File: src/rtl/stream_demux.sv
// Registered 1-to-3 stream demultiplexer with a one-word output register per channel.
// Optional dropped-word counter enabled by defining STREAM_DEMUX_DROP_CNT_EN.
module stream_demux #(
    parameter int unsigned WIDTH = 32,
    parameter int unsigned CNT_W = 8
) (
    input  logic                 clk,
    input  logic                 arst,
    input  logic                 in_valid,
    output logic                 in_ready,
    input  logic [WIDTH-1:0]     in_data,
    input  logic [1:0]           in_sel,
    output logic [2:0]           out_valid,
    input  logic [2:0]           out_ready,
    output logic [3*WIDTH-1:0]   out_data,
    output logic [CNT_W-1:0]     drop_cnt
);

    logic [3:0] blocked;
    logic       accept;
    logic [2:0] wr;

    // Slot 3 is never blocked, so invalid-select words are always accepted.
    always_comb begin
        blocked  = {1'b0, out_valid & ~out_ready};
        in_ready = ~arst & ~blocked[in_sel];
        accept   = in_valid & in_ready;
    end

    genvar n;
    generate
        for (n = 0; n < 3; n++) begin : g_chan
            assign wr[n] = accept && (in_sel == 2'(n));

            always_ff @(posedge clk or posedge arst) begin
                if (arst) begin
                    out_valid[n]                <= 1'b0;
                    out_data[n*WIDTH +: WIDTH]  <= '0;
                end else if (wr[n]) begin
                    out_valid[n]                <= 1'b1;
                    out_data[n*WIDTH +: WIDTH]  <= in_data;
                end else if (out_ready[n]) begin
                    out_valid[n]                <= 1'b0;
                end
            end
        end
    endgenerate

`ifdef STREAM_DEMUX_DROP_CNT_EN
    logic drop;
    assign drop = accept && (in_sel == 2'd3);

    always_ff @(posedge clk or posedge arst) begin
        if (arst) begin
            drop_cnt <= '0;
        end else if (drop && (drop_cnt != '1)) begin
            drop_cnt <= drop_cnt + CNT_W'(1);
        end
    end
`else
    assign drop_cnt = '0;
`endif

endmodule

File: config.mk
export PLATFORM = sky130hd
export DESIGN_NAME = stream_demux
export DESIGN_NICKNAME = d
export VERILOG_FILES = /design/src/rtl/stream_demux.sv
export SDC_FILE = /design/constraint.sdc
export NUM_CORES = 1
export LEC_CHECK = 0
export ABC_AREA = 1
export CAP_MARGIN = 20
export CORE_ASPECT_RATIO = 1.1
export CORE_MARGIN = 4
export CORE_UTILIZATION = 45
export DETAILED_ROUTE_END_ITERATION = 6
export PLACE_DENSITY = 0.8
export SYNTH_ARGS = -nofsm -noshare
export SYNTH_HDL_FRONTEND = slang
export SYNTH_SLANG_ARGS = --single-unit
File: constraint.sdc
create_clock -name clk -period 7.1 [get_ports clk]
set_input_delay 0.71 -clock clk [delete_from_list [all_inputs] [get_ports clk]]
set_output_delay 0.71 -clock clk [all_outputs]
set_load 0.1 [all_outputs]
==> results of run 1 <==
==> critical path, delay by kind of cell <==
family,cells,cell delay (ns)
buf+inv,3,1.64
simple gates,4,0.98
==> kinds of logic after synthesis <==
group | share of synthesized area, %
other | 0.0891
buffers and inverters | 6.63
AO/OA/AOI/OAI | 0.357
flip-flops | 58.9
AND/OR/NAND/NOR | 34.0
==> layout by cell type (no fill, tap or decap) <==
cell             Yosys  final
conb_1               1      8
inv_4                0      1
buf_4                8      3
nand4_1             96     96
buf_2               16      1
nand2_1            196    196
clkinvlp_4           0      3
o21ai_1              3      3
nand3_2              3      3
clkdlybuf4s50_1      0    138
inv_2                3      2
clkinv_2             0      2
dfrtp_1             99     99
nor2_8               1      1
nor2_1               3      3
nor2_4               2      3
inv_1                3      3
clkinv_4             0      1
nand2_2              1      1
clkbuf_8             0     10
==> how the worst max path moves through the flow <==
| stage | to | slack, ns | cells past startpoint |
|---|---|---|---|
| floorplan | in_ready | 3.45 | 4 |
| global placement | in_ready | 3.08 | 7 |
| detailed placement | out_data[25] | 2.93 | 8 |
| CTS | in_ready | 3.03 | 7 |
| global route | in_ready | 2.89 | 7 |
| finish | in_ready | 3.06 | 7 |
==> report_power, final <==
group,leakage (nW),internal (mW),switching [mW]
clock network,0.0843,0.136,0.191
registers,1.25,0.677,0.0724
logic,1.42,0.252,1.04
==> registers in the layout (all words and copies together), names as in the netlist <==
name,count
out_valid,3
out_data,96
==> through the flow <==
stage	cells	cell area (um2)	worst slack, ns	utilization [%]	hold slack [ns]
CTS	691	5720	3.03	63.4	0.482
detailed placement	675	5540	2.93	61.5	0.461
finish	691	5720	3.06	63.4	0.481
global route	691	5720	2.89	63.4	0.504
global placement	675	5540	3.08	61.5	0.459
floorplan	466	4230	3.45	-	0.791
==> cell usage after synthesis <==
cell type,count,area (um2)
nand3_2,3,30.0
buf_2,16,80.1
nor2_2,1,6.26
dfrtp_1,99,2480
nand2_2,1,6.26
buf_1,5,18.8
buf_6,4,45.0
o21ai_1,3,15.0
inv_2,3,11.3
nor2_4,2,22.5
nor2_1,3,11.3
clkbuf_1,14,52.6
nand4_1,96,601
conb_1,1,3.75
buf_4,8,60.1
inv_1,3,11.3
nor2_8,1,20.0
nand2_1,196,736
==> metal layers <==
layer  vias to the layer above  track usage [%]
li1                       1765                -
met1                      1800             29.5
met2                       166             34.5
met3                        14             3.68
met4                         0             7.60
met5                         -                0
==> area by class of cell <==
| type | instances | area (um2) |
|---|---|---|
| Clock buffer | 10 | 138 |
| Tap cell | 114 | 143 |
| Sequential cell | 99 | 2480 |
| Fill cell | 752 | 3290 |
| Inverter | 6 | 25.0 |
| Clock inverter | 6 | 41.3 |
| Multi-Input combinational cell | 314 | 1480 |
| Timing Repair Buffer | 142 | 1410 |
==> impl_metrics.py, run 1 <==
metrics = {
    "die": {
        "pin_count": 148,
        "die_w_um": 100,
        "die_area_mm2": 0.0110,
        "start_util_pct": 46.7,
        "fp.dieH_um": 109,
        "num_rows": 36,
        "coreArea_mm2": 0.00901,
    },
    "detailed_routing": {
        "route.met3.wl_um": 933,
        "routed_via_density": 5.42,
        "wl_met2_mm": 5.62,
        "wl_mm": 11.5,
        "vias": 3745,
        "first_iter_violations": 225,
        "wl_per_cell_um": 16.7,
        "postRouteAntennaNets": 0,
        "top_layer": "met4",
        "wl_met1_mm": 4.83,
        "drt-pass1-iter-count": 5,
        "drc": 0,
    },
    "clock_network": {
        "cts_buffer_depth": 2,
        "cts.sinks": 99,
        "htree_levels": 3,
        "cts_root_buffer": "clkbuf_8",
        "cts_setup_buffers": 0,
        "cts_resized": 0,
        "cts_buffers": 9,
        "hold_buffers": 0,
        "clk_pin_slew_ns": 0.08,
        "clk_latency_ns": 0.35,
        "cts_tree": "built",
    },
    "timing": {
        "worst_pin_slew_ns": 1.01,
        "hold_viol_final": 0,
        "report.final.slew_viol_count": 0,
        "relSlewSlack_pct": 32.6,
        "max_freq_ghz": 0.247,
        "post-route-min-period_ns": 4.04,
        "setup_viol_count_final": 0,
        "setup-tns-final_ns": 0,
        "fin_skew_ns": 0.0100,
        "finalCritPeriodShare_pct": 57.0,
        "rsz0062_at_grt": "no",
    },
    "worst_setup_path": {
        "crit_start": "in_sel[1]",
        "reg2reg_depth": 9,
        "cpMaxStageDelayCell": "clkdlybuf4s50_1",
        "r2r-start": "out_valid[2]",
        "rrSetupSlack_ns": 4.15,
        "crit_required_ns": 6.39,
        "slowest_delay_ns": 0.96,
        "cp-start-kind": "primary input",
        "end_kind": "primary output",
        "arrival_ns": 3.33,
        "worstReg2RegEnd": "out_data[25]",
        "path_class": "primary input to primary output",
        "cp_cell_sequence": "clkdlybuf4s50_1 -> inv_2 -> nor2_4 -> nand2_1 -> nand2_1 -> nor2_8 -> clkdlybuf4s50_1",
        "cp_max_fo": 34,
    },
    "global_route": {
        "gr-total-overflow": 0,
        "grt_start_max_net_pins": 100,
        "grt_pass1_vias": 3697,
        "grt_usage_pct": 21.5,
        "antenna_found_initial": 0,
        "grt_first_pass_wirelength_mm": 18.6,
    },
    "logic_synthesis": {
        "synth_seq_cells": 99,
        "syn-instance-count": 459,
        "synthDistinctLibCells": 18,
        "ys_seq_area_share_pct": 58.9,
        "syn_avg_cell_area_um2": 9.17,
        "yosys_warnings": 0,
        "synth_area_mm2": 0.00421,
    },
    "worst_hold_path": {
        "min_path_type": "flop to flop",
        "worstHoldPathCells": 2,
        "holdPathEnd": "out_data[52]",
        "min_from": "out_data[52]",
    },
    "pwr": {
        "power_leakage_nw": 2.75,
        "power_mw": 2.37,
        "irDropWorstVdd_mv": 0.224,
        "powerDensity_mw_per_mm2": 415,
    },
    "layout": {
        "layout-drive-gt1-share_pct": 5.37,
        "nNetsFinal": 612,
        "area_growth_pct": 35.8,
        "diodes": 0,
    },
    "placement": {
        "hpwlAfterDp_mm": 7.57,
        "numPortBuffers": 139,
        "gp_congestion": 0.806,
    },
    "job": {
        "maxCapViolations": 0,
    },
    "run_status": {
        "status": "finished clean",
    },
}
No activity file was read; power rests on OpenSTA's default activity.
==> run 2: changes to the inputs <==
Settings changed: CORE_UTILIZATION 45 to 41, PLACE_DENSITY 0.8 to 0.77.
Clock period 7.1 ns to 3.47 ns, I/O delays scaled along.
==> run 2 against run 1 <==
  * Final area rose by 0.99%
  * Combinational power rose by 110%
  * Global-route usage fell by 0.97 points
==> impl_metrics.py, run 2 (synthesis gave the netlist of run 1 again) <==
metrics = {
    "detailed_routing": {
        "wl_per_cell_um": 17.4,
        "first_iter_violations": 205,
        "drt-pass1-iter-count": 4,
        "postRouteAntennaNets": 0,
        "drc": 0,
        "vias": 3837,
        "wl_mm": 12.2,
        "routed_via_density": 5.47,
    },
    "layout": {
        "stdcell_count": 701,
        "utilization_pct": 58.1,
        "reg_top3": "out_data (96), out_valid (3)",
        "nNetsFinal": 617,
        "layout-drive-gt1-share_pct": 6.02,
        "layout_commonest_cell": "nand2_1",
        "largest_reg_flops": 96,
        "regMostFlops": "out_data",
        "fillers": 853,
        "area_growth_pct": 37.2,
        "diodes": 0,
        "layout_common_cells": "196 x nand2_1, 137 x clkdlybuf4s50_1, 99 x dfrtp_1",
    },
    "die": {
        "num_rows": 38,
        "die_w_um": 105,
        "pin_count": 148,
        "die_area_mm2": 0.0119,
        "coreArea_mm2": 0.00994,
        "fp.dieH_um": 114,
        "start_util_pct": 42.3,
    },
    "timing": {
        "rsz0062_at_grt": "no",
        "hold_viol_final": 0,
        "fin_skew_ns": 0.00898,
        "hold_ws_ns": 0.476,
        "setup_viol_count_final": 0,
        "report.final.slew_viol_count": 0,
        "relSlewSlack_pct": 31.4,
        "post-route-min-period_ns": 2.43,
        "max_freq_ghz": 0.412,
        "setup-tns-final_ns": 0,
        "worst_pin_slew_ns": 1.03,
        "finalCritPeriodShare_pct": 70.0,
    },
    "global_route": {
        "grt_usage_pct": 20.5,
        "grt_first_pass_wirelength_mm": 19.7,
        "grt_start_max_net_pins": 56,
        "grt_pass1_vias": 3730,
        "antenna_found_initial": 0,
        "gr-total-overflow": 0,
    },
    "clock_network": {
        "cts_tree": "built",
        "hold_buffers": 0,
        "cts_root_buffer": "clkbuf_8",
        "cts_buffers": 9,
        "clk_latency_ns": 0.36,
        "cts_resized": 0,
        "htree_levels": 3,
        "cts.sinks": 99,
        "cts_setup_buffers": 0,
        "clk_pin_slew_ns": 0.09,
        "cts_buffer_depth": 2,
    },
    "pwr": {
        "powerDensity_mw_per_mm2": 850,
        "p_int_mw": 2.23,
        "swShare_pct": 54.5,
        "power_leakage_nw": 2.79,
        "irDropWorstVdd_mv": 0.436,
        "seq_power_share_pct": 31.2,
        "power_frac_comb_pct": 54.2,
        "power_mw": 4.91,
        "p_switching_mw": 2.67,
        "power.share.clock_pct": 14.6,
    },
    "placement": {
        "numPortBuffers": 139,
        "gp_congestion": 0.802,
        "dpl.cell_count": 686,
        "hpwlAfterDp_mm": 8.07,
    },
    "worst_hold_path": {
        "holdPathEnd": "out_data[45]",
        "min_path_type": "flop to flop",
        "worstHoldPathCells": 2,
        "min_from": "out_data[45]",
    },
    "worst_setup_path": {
        "rrSetupSlack_ns": 1.57,
        "end_kind": "primary output",
        "cp-start-kind": "primary input",
        "worstReg2RegEnd": "out_data[19]",
        "r2r-start": "out_valid[1]",
        "crit_required_ns": 3.12,
        "reg2reg_depth": 8,
        "cp_max_fo": 55,
        "arrival_ns": 2.08,
        "path_class": "primary input to primary output",
    },
    "run_status": {
        "status": "finished clean",
    },
    "job": {
        "maxCapViolations": 0,
    },
}
==> run 2: critical path, cell delays in order <==
cell and delay, ns:
clkdlybuf4s50_1 0.51, inv_2 0.12, nor2_4 0.04, nand2_1 0.08, nand2_2 0.09, nor2_8 0.15, buf_4 0.49, buf_12 0.25
==> run 2: metal layers <==
layer	vias to the layer above	wire [um]	GRT usage, %
met5	-	0	0
met4	0	228	7.96
met3	20	944	5.30
met2	165	5950	33.1
met1	1890	5060	26.8
li1	1762	-	-
==> run 2: metrics by stage <==
stage	instance area, um2	setup slack (ns)
3_3_place_gp	5590	0.970
5_1_grt	5770	0.955
2_1_floorplan	4230	0.542
3_5_place_dp	5590	0.887
4_1_cts	5770	1.06
6_report	5770	1.04
==> run 2: worst max path at each step <==
stage	start	slack [ns]	cells past startpoint	to
after global routing	in_sel[0]	0.95	7	in_ready
final	in_sel[0]	1.04	8	in_ready
after global placement	in_sel[1]	0.97	7	out_data[72]
after floorplan	arst	0.54	4	in_ready
after detailed placement	in_sel[1]	0.89	7	out_data[92]
after CTS	in_sel[0]	1.06	8	in_ready
==> run 2: layout make-up <==
cell class | count | area (um2) | area share (%)
Inverter | 6 | 25.0 | 0.434
Multi-Input combinational cell | 314 | 1480 | 25.6
Timing Repair Buffer | 147 | 1460 | 25.3
Clock inverter | 5 | 55.1 | 0.954
Tap cell | 120 | 150 | 2.60
Clock buffer | 10 | 128 | 2.21
Sequential cell | 99 | 2480 | 42.9
==> run 2: power by group through the flow <==
stage / clock network, mW / registers [mW] / logic, mW
3_3_place_gp: 0 / 1.54 / 2.64
6_report: 0.718 / 1.53 / 2.66
4_1_cts: 0.730 / 1.53 / 2.67
3_5_place_dp: 0 / 1.55 / 2.67
2_1_floorplan: 0 / 3.24 / 0.316
5_1_grt: 0.780 / 1.56 / 2.74
==> run 3: changes to the inputs <==
Settings changed: CORE_UTILIZATION 41 to 45, PLACE_DENSITY 0.77 to 0.8.
Clock period 3.47 ns to 2.5 ns, I/O delays scaled along.
==> run 3 against run 2 <==
  * Sequential cell count unchanged
  * Combinational power increased by 35%
  * Critical path type unchanged
  * Die area decreased by 8.2%
  * Final cell count increased by 0.14%
==> impl_metrics.py, run 3 (synthesis gave the netlist of run 1 again) <==
metrics = {
    "clock_network": {
        "cts_buffer_depth": 2,
        "cts_setup_buffers": 0,
        "htree_levels": 3,
        "cts_tree": "built",
        "cts_resized": 0,
        "cts.sinks": 99,
        "hold_buffers": 0,
        "clk_latency_ns": 0.36,
        "cts_root_buffer": "clkbuf_8",
        "cts_buffers": 9,
        "clk_pin_slew_ns": 0.09,
    },
    "layout": {
        "regMostFlops": "out_data",
        "layout_commonest_cell": "nand2_1",
        "nNetsFinal": 623,
        "largest_reg_flops": 96,
        "reg_top3": "out_data (96), out_valid (3)",
        "layout_common_cells": "196 x nand2_1, 110 x buf_4, 99 x dfrtp_1",
        "area_growth_pct": 34.2,
        "utilization_pct": 62.7,
        "layout-drive-gt1-share_pct": 24.1,
        "diodes": 0,
        "final_area_mm2": 0.00565,
    },
    "placement": {
        "hpwlAfterDp_mm": 8.02,
        "gp_congestion": 0.819,
        "dpl_cell_area_mm2": 0.00542,
        "numPortBuffers": 139,
    },
    "pwr": {
        "power_frac_comb_pct": 52.2,
        "p_switching_mw": 3.70,
        "seq_power_share_pct": 31.1,
        "power_mw": 6.85,
        "power.share.clock_pct": 16.8,
        "p_int_mw": 3.15,
        "irDropWorstVdd_mv": 0.711,
        "power_leakage_nw": 3.00,
        "powerDensity_mw_per_mm2": 1210,
        "swShare_pct": 54.0,
    },
    "die": {
        "coreArea_mm2": 0.00901,
        "fp.dieH_um": 109,
        "die_w_um": 100,
        "start_util_pct": 46.7,
        "num_rows": 36,
        "pin_count": 148,
        "die_area_mm2": 0.0110,
    },
    "detailed_routing": {
        "wl_mm": 11.5,
        "wl_per_cell_um": 16.4,
        "postRouteAntennaNets": 0,
        "routed_via_density": 5.38,
        "vias": 3775,
        "drc": 0,
        "first_iter_violations": 152,
        "drt-pass1-iter-count": 4,
    },
    "worst_setup_path": {
        "crit_required_ns": 2.25,
        "cpMaxStageDelayCell": "clkdlybuf4s50_1",
        "cp-start-kind": "primary input",
        "reg2reg_depth": 9,
        "end_kind": "primary output",
        "r2r-start": "out_valid[2]",
        "rrSetupSlack_ns": 0.71,
        "cp_cell_sequence": "clkdlybuf4s50_1 -> inv_2 -> nor2_4 -> nand2_1 -> nand2_1 -> nor2_8 -> buf_12 -> buf_12",
        "crit_family": "buffers and inverters",
        "crit_start": "in_sel[1]",
        "crit_cells": 8,
        "path_class": "primary input to primary output",
        "arrival_ns": 1.89,
        "worst-path-buf-inv": 4,
        "worstReg2RegEnd": "out_data[58]",
        "endpoint": "in_ready",
        "cp_max_fo": 59,
        "slowest_delay_ns": 0.52,
    },
    "timing": {
        "fin_skew_ns": 0.0129,
        "post-route-min-period_ns": 2.14,
        "worst_pin_slew_ns": 0.634,
        "max_freq_ghz": 0.467,
        "setup-tns-final_ns": 0,
        "hold_viol_final": 0,
        "report.final.slew_viol_count": 0,
        "rsz0062_at_grt": "no",
        "finalCritPeriodShare_pct": 85.6,
        "relSlewSlack_pct": 57.7,
        "setup_viol_count_final": 0,
    },
    "job": {
        "maxCapViolations": 0,
    },
    "global_route": {
        "grt_usage_pct": 21.1,
        "grt_start_max_net_pins": 60,
        "grt_first_pass_wirelength_mm": 18.2,
        "grt_pass1_vias": 3568,
        "antenna_found_initial": 1,
        "gr-total-overflow": 0,
    },
    "worst_hold_path": {
        "min_path_type": "primary input to flop",
    },
    "run_status": {
        "status": "finished clean",
    },
}
## run 3: cell types whose count changed in the layout (fill, tap and decap cells not counted), sizes merged
cell / change
buf: +105
clkdlybuf4s50: -99
clkinvlp: -2
bufinv: +1
clkbuf: +1
clkinv: +1
## run 3: layout make-up
| class | count | area [um2] |
|---|---|---|
| clock buffers | 11 | 151 |
| clock inverters | 5 | 75.1 |
| fillers | 773 | 3360 |
| inverters | 6 | 25.0 |
| multi-input cells | 314 | 1480 |
| flip-flops and latches | 99 | 2480 |
| well taps | 114 | 143 |
| repair buffers | 153 | 1290 |
## run 3: worst reg2reg max path, delay by kind of cell (launching register included)
| kind | cells | cell delay, ns |
|---|---|---|
| simple gates | 7 | 0.94 |
| buf+inv | 2 | 0.36 |
| flops | 1 | 0.39 |
## run 3: worst min-delay path by stage
stage	from	end	slack, ns	depth (start not counted)
floorplan	out_ready[1]	out_valid[1]	0.33	1
global placement	out_data[48]	out_data[48]	0.46	2
detailed placement	out_data[70]	out_data[70]	0.46	2
CTS	in_valid	out_data[36]	0.33	3
global route	in_valid	out_data[68]	0.34	3
finish	in_valid	out_data[36]	0.35	3
## run 3: power by group through the flow
stage | combinational [mW] | clock, mW | sequential [mW]
4_1_cts | 3.60 | 1.18 | 2.13
3_3_place_gp | 3.56 | 0 | 2.15
6_report | 3.58 | 1.15 | 2.13
5_1_grt | 3.69 | 1.23 | 2.17
3_5_place_dp | 3.59 | 0 | 2.16
2_1_floorplan | 0.439 | 0 | 4.50
## run 3: per-layer routing
metal	up-vias	share of wire (%)	global-route usage, %
met4	2	1.6	7.99
met1	1813	40	27.8
met5	-	0.10	0
met2	160	49	34.1
li1	1784	-	-
met3	16	8.4	4.82
## run 3: through the flow
stage,hold slack (ns),instances,worst slack [ns]
after floorplan,0.331,466,0.262
after global placement,0.455,686,0.317
after detailed placement,0.460,686,0.285
after CTS,0.327,702,0.360
after global routing,0.344,702,0.259
final,0.346,702,0.360
